===== config.mk =====
export PLATFORM = sky130hd
export DESIGN_NAME = sdram_arbiter
export DESIGN_NICKNAME = d
export VERILOG_FILES = /design/src/rtl/sdram_pkg.sv /design/src/rtl/sdram_arb_priority.sv /design/src/rtl/sdram_arbiter.sv
export SDC_FILE = /design/constraint.sdc
export NUM_CORES = 1
export LEC_CHECK = 0
export BUFFER_PORTS_ARGS = -buffer_cell sky130_fd_sc_hd__buf_4
export CORE_ASPECT_RATIO = 0.6
export CORE_MARGIN = 2
export CORE_UTILIZATION = 39
export DETAILED_ROUTE_END_ITERATION = 7
export GPL_ROUTABILITY_DRIVEN = 0
export PLACE_DENSITY = 0.77
export SYNTH_ARGS = -nofsm -noshare
export SYNTH_HDL_FRONTEND = slang
export SYNTH_HIERARCHICAL = 1
export SYNTH_SLANG_ARGS = --single-unit

===== constraint.sdc =====
create_clock -name CLK -period 1.7 [get_ports CLK]
set_input_delay 0.34 -clock CLK [delete_from_list [all_inputs] [get_ports CLK]]
set_output_delay 0.34 -clock CLK [all_outputs]
set_load 0.03 [all_outputs]

===== src/rtl/sdram_pkg.sv =====
// Shared definitions for the SDRAM arbiter: FSM state encoding and the
// helper that aligns a word address to the start of a burst.
package sdram_pkg;

    typedef enum logic [1:0] {
        ST_IDLE = 2'd0,
        ST_CMD  = 2'd1,
        ST_DATA = 2'd2,
        ST_DONE = 2'd3
    } state_t;

    // burst_len must be a power of two; clears the in-burst offset bits.
    function automatic logic [63:0] align_burst(input logic [63:0] addr,
                                                input int unsigned burst_len);
        return addr & ~(64'(burst_len) - 64'd1);
    endfunction

endpackage


===== src/rtl/sdram_arb_priority.sv =====
// Read-biased priority picker with a bounded read streak so a waiting
// writer is guaranteed a grant after MaxReadStreak consecutive reads.
module sdram_arb_priority #(
    parameter int MaxReadStreak = 4
) (
    input  logic CLK,
    input  logic RST,
    input  logic i_wr_req,
    input  logic i_rd_req,
    input  logic i_arb,
    output logic o_pick_wr
);

    localparam int SW = (MaxReadStreak < 1) ? 1 : $clog2(MaxReadStreak + 1);

    logic [SW-1:0] streak_q;
    logic          at_limit;

    assign at_limit  = (streak_q == SW'(MaxReadStreak));
    assign o_pick_wr = i_wr_req & (~i_rd_req | at_limit);

    // Streak only grows while a writer is actually being held off.
    always_ff @(posedge CLK or posedge RST) begin
        if (RST) begin
            streak_q <= '0;
        end else if (i_arb) begin
            if (o_pick_wr || !i_wr_req) begin
                streak_q <= '0;
            end else if (!at_limit) begin
                streak_q <= streak_q + 1'b1;
            end
        end
    end

endmodule


===== src/rtl/sdram_arbiter.sv =====
// Two-requester (write/read) burst arbiter in front of an SDRAM controller:
// arbitrates in IDLE, issues one command, counts burst beats, then releases.
module sdram_arbiter
    import sdram_pkg::*;
#(
    parameter int BurstLengthSDRAM  = 8,
    parameter int PixelBitWidth     = 16,
    parameter int AddressWidthSDRAM = 24,
    parameter int MaxReadStreak     = 4
) (
    input  logic                         CLK,
    input  logic                         RST,
    input  logic                         i_wr_req,
    input  logic [AddressWidthSDRAM-1:0] i_wr_addr,
    input  logic [PixelBitWidth-1:0]     i_wr_data,
    output logic                         o_wr_gnt,
    output logic                         o_wr_data_ack,
    input  logic                         i_rd_req,
    input  logic [AddressWidthSDRAM-1:0] i_rd_addr,
    output logic                         o_rd_gnt,
    output logic [PixelBitWidth-1:0]     o_rd_data,
    output logic                         o_rd_data_valid,
    output logic                         o_sdram_cmd_valid,
    input  logic                         i_sdram_cmd_ready,
    output logic                         o_sdram_cmd_wr,
    output logic [AddressWidthSDRAM-1:0] o_sdram_addr,
    output logic [PixelBitWidth-1:0]     o_sdram_wdata,
    input  logic                         i_sdram_valid_wr,
    input  logic [PixelBitWidth-1:0]     i_sdram_rdata,
    input  logic                         i_sdram_rdata_valid,
    output logic                         o_busy
);

    localparam int BW = $clog2(BurstLengthSDRAM) + 1;

    state_t                       state_q, state_d;
    logic [BW-1:0]                beat_q, beat_d;
    logic                         dir_wr_q;
    logic [AddressWidthSDRAM-1:0] addr_q;
    logic [PixelBitWidth-1:0]     rd_data_q;
    logic                         rd_valid_q;
    logic                         arb, pick_wr, beat_strobe, last_beat, in_data;

    sdram_arb_priority #(.MaxReadStreak(MaxReadStreak)) u_priority (
        .CLK       (CLK),
        .RST       (RST),
        .i_wr_req  (i_wr_req),
        .i_rd_req  (i_rd_req),
        .i_arb     (arb),
        .o_pick_wr (pick_wr)
    );

    assign arb     = (state_q == ST_IDLE) && (i_wr_req || i_rd_req);
    assign in_data = (state_q == ST_DATA);
    // Only strobes matching the latched direction advance the burst.
    assign beat_strobe = in_data && (dir_wr_q ? i_sdram_valid_wr : i_sdram_rdata_valid);
    assign last_beat   = beat_strobe && (beat_q == BW'(BurstLengthSDRAM - 1));

    always_comb begin
        state_d = state_q;
        beat_d  = beat_q;
        case (state_q)
            ST_IDLE: begin
                if (arb) begin
                    state_d = ST_CMD;
                    beat_d  = '0;
                end
            end
            ST_CMD: begin
                if (i_sdram_cmd_ready) state_d = ST_DATA;
            end
            ST_DATA: begin
                if (beat_strobe) beat_d = beat_q + 1'b1;
                if (last_beat) state_d = ST_DONE;
            end
            ST_DONE: state_d = ST_IDLE;
            default: state_d = ST_IDLE;
        endcase
    end

    always_ff @(posedge CLK or posedge RST) begin
        if (RST) begin
            state_q    <= ST_IDLE;
            beat_q     <= '0;
            dir_wr_q   <= 1'b0;
            addr_q     <= '0;
            rd_data_q  <= '0;
            rd_valid_q <= 1'b0;
        end else begin
            state_q    <= state_d;
            beat_q     <= beat_d;
            rd_valid_q <= in_data && !dir_wr_q && i_sdram_rdata_valid;
            if (in_data && !dir_wr_q && i_sdram_rdata_valid) rd_data_q <= i_sdram_rdata;
            if (arb) begin
                dir_wr_q <= pick_wr;
                addr_q   <= AddressWidthSDRAM'(align_burst(
                                64'(pick_wr ? i_wr_addr : i_rd_addr), BurstLengthSDRAM));
            end
        end
    end

    assign o_wr_gnt          = (state_q == ST_CMD || in_data) && dir_wr_q;
    assign o_rd_gnt          = (state_q == ST_CMD || in_data) && !dir_wr_q;
    assign o_sdram_cmd_valid = (state_q == ST_CMD);
    assign o_sdram_cmd_wr    = dir_wr_q;
    assign o_sdram_addr      = addr_q;
    assign o_sdram_wdata     = i_wr_data;
    assign o_wr_data_ack     = in_data && dir_wr_q && i_sdram_valid_wr;
    assign o_rd_data         = rd_data_q;
    assign o_rd_data_valid   = rd_valid_q;
    assign o_busy            = (state_q != ST_IDLE);

endmodule


==> metrics.md <==
| Metric | Value |
|---|---|
| Run status | finished clean |
| Synth warnings | 6 |
| Register area | 1200 um2 |
| I/O pin count | 150 |
| Synthesized flop and latch total | 48 |
| Crit-path max FO | 3 |
| Worst R2R Start | state_q[0] |
| Fin crit share | 0.989 |
| Buffers added on ports | 108 |
| Clock power frac | 0.137 |
| Fin cells | 410 |
| Final setup skew | 0.00460 ns |
| Power per cell area | 1860 nW/um2 |
| TNS Setup | 0 ns |
| Max Fclk | 595 MHz |
| RSZ-0062 raised after global routing | true |
| Met3 Wirelength | 467 um |
| Area Overhead vs Synth | 44.1% |
| Root buf cell | clkbuf_8 |
| Sequential Power Share | 0.305 |
| Total of max-cap violations | 0 |
| Vias in the first global route | 1,899 |
| Mean Syn Cell Area | 10.9 um2 |
| Combinational power share | 0.558 |
| CTS Sinks | 48 |
| Die area | 6900 um2 |
| 1st-pass router iterations | 4 |
| Clock buffer depth | 2 |
| Number of enable flip-flop cells after synthesis | 0 |
| Post-Route WL | 5480 um |
| Hold Path Class | input port to register |
| Initial Utilization | 0.401 |
| Die Y | 65.1 um |
| Minimum clock period after layout | 1.68 ns |
| Core box area | 6060 um2 |
| Placed cell count | 395 |
| Setup violations, final | 0 |
| Max Slew Vio Count | 0 |
| Main synth FF type | dfrtp_1 |
| Residual DRC | 0 |
| Reg2reg end | o_rd_data[2] |
| Nets | 418 |
| Reg2Reg Setup Slack | 0.10 ns |
| Filler cells | 498 |
| Via count | 1,929 |
| Synth unique cells | 37 |
| Setup crit start | state_q[0] |
| Final hold vios | 0 |
| Share of cells above drive strength 1 | 0.515 |
| Diode count | 0 |
| Crit. End Element | output pin |
| Worst setup path endpoint | o_rd_gnt |
| Internal power | 0.00374 W |
| DP Wirelength | 4120 um |
| Die width | 106 um |
| DR vias/cell | 4.70 |
| Mapped Cells | 222 |
| FFs w/ async S/R, synth | 1.00 |
| Worst reg2reg path depth | 4 |
| Peak supply drop | 1.03 mV |
| All-Layer GR Usage | 0.161 |
| Data required time at the worst endpoint | 1.36 ns |
| P_leak | 1.72 nW |
| CP Class | register to output pin |
| # rows | 22 |
| Antenna violations before repair | 0 |
| M1 WL | 2540 um |
| Worst-path clk slew | 0.09 ns |
| Switching fraction of total power | 0.424 |
| Crit path DAT | 1.34 ns |
| Cts bufs inserted | 5 |
| CTS H-tree depth | 2 |
| Met2 wire length | 2430 um |
| Area of the multi-input gates | 1050 um2 |
| Initial DRC count | 42 |
| Post-route ant nets | 0 |
| Final Power | 0.00650 W |
| First-pass GRT wire length | 8830 um |
| Top layer used by detailed routing | met4 |
| Mapped Area | 2430 um2 |
| Routed len/inst | 13.4 um |
| CTS tree | done |
| Later-pin clock latency in the skew report | 0.29 ns |
| Post-synthesis sequential area ratio | 0.494 |
| Gr ovfl total | 0 |
| Critical Path Start Type | register |
| Net Switching | 0.00276 W |
| Largest net degree at the start of global routing | 43 |
-- synthesized netlist by cell type, drive strengths merged (2+ instances only) --
cell | instances | share of area
nand3 | 6 | 0.012
o311ai | 3 | 0.017
or2b | 2 | 0.0072
buf | 22 | 0.065
ha | 6 | 0.031
nand4 | 2 | 0.0051
mux2 | 17 | 0.079
nand2 | 25 | 0.040
and2 | 2 | 0.0057
mux2i | 23 | 0.095
o211ai | 5 | 0.015
o21ai | 26 | 0.054
inv | 12 | 0.019
dfrtp | 48 | 0.49
clkbuf | 6 | 0.0093
-- worst min path at each step --
stage                           from  depth (start not counted)                      to
floorplan                        RST                          1  u_priority/streak_q[0]
global placement                 RST                          2  u_priority/streak_q[2]
detailed placement               RST                          2  u_priority/streak_q[2]
CTS                 i_sdram_rdata[1]                          2            o_rd_data[1]
global route        i_sdram_rdata[1]                          2            o_rd_data[1]
finish              i_sdram_rdata[1]                          2            o_rd_data[1]
-- power by group through the flow --
stage | clock [W] | sequential, W | combinational (W)
floorplan | 0 | 0.00285 | 0.00134
global placement | 0 | 0.00197 | 0.00337
detailed placement | 0 | 0.00199 | 0.00346
CTS | 0.000921 | 0.00198 | 0.00356
global route | 0.000960 | 0.00205 | 0.00388
finish | 0.000893 | 0.00198 | 0.00362
-- flip-flops by register name, indices dropped and copies added, names as in the netlist --
signal               cells
o_sdram_addr            21
o_rd_data               16
beat_q                   4
u_priority/streak_q      3
state_q                  2
o_rd_data_valid          1
o_sdram_cmd_wr           1
-- logic make-up (layout without fill, tap and decap cells) --
group | Yosys count | in the layout | synth area share
AND/OR/NAND/NOR | 47 | 47 | 0.100
other | 1 | 3 | 0.00154
flip-flops | 48 | 48 | 0.494
AO/OA/AOI/OAI | 40 | 40 | 0.107
adder cells (fa/ha/maj) | 6 | 6 | 0.0309
multiplexers | 40 | 40 | 0.174
buffers and inverters | 40 | 142 | 0.0927
-- critical path, stage by stage (launching register included) --
cell	delay (ns)
dfrtp_1	0.39
inv_2	0.11
ha_4	0.22
and2b_2	0.20
buf_6	0.13
-- layer usage --
metal,up-vias,global-route usage
met5,-,0
met4,0,0.0362
met3,4,0.0595
met2,92,0.251
met1,884,0.216
li1,949,-
-- cell usage in the layout (no fill, tap or decap), types with 2 or more instances in the layout --
cell type	instances
inv_2	4
or2b_2	2
conb_1	3
nand4_1	2
mux2_2	17
buf_12	3
ha_2	2
dfrtp_1	48
nand3_1	6
ha_1	3
buf_4	116
mux2i_1	22
o311ai_2	2
nand2_1	24
clkbuf_8	7
inv_1	8
o211ai_1	5
o21ai_0	25
-- final cells by class --
type,count,share of cell area
clock inverters,1,0.00857
well taps,84,0.0300
inverters,12,0.0129
clock buffers,7,0.0275
flip-flops and latches,48,0.343
repair buffers,122,0.279
multi-input cells,136,0.299
-- repair_timing --
item / 4_1_cts / 5_1_grt
pin swaps: 0 / 1
gates cloned: 0 / 1
hold endpoints to repair: 3 / 0
setup buffers: 3 / 2
hold buffers: 1 / 0
endpoints found under the setup margin: 4 / 12
resized for setup: 4 / 4
-- metrics by stage --
step | worst slack (ns) | hold WS, ns | cell area [um2] | utilization
floorplan | 0.0132 | 0.0936 | 2440 | -
global placement | 0.0772 | 0.234 | 3280 | 0.541
detailed placement | 0.0345 | 0.240 | 3280 | 0.541
CTS | 0.00367 | 0.265 | 3450 | 0.570
global route | -0.0299 | 0.264 | 3500 | 0.578
finish | 0.0185 | 0.277 | 3500 | 0.578
Power figures use the tool's default switching activity.
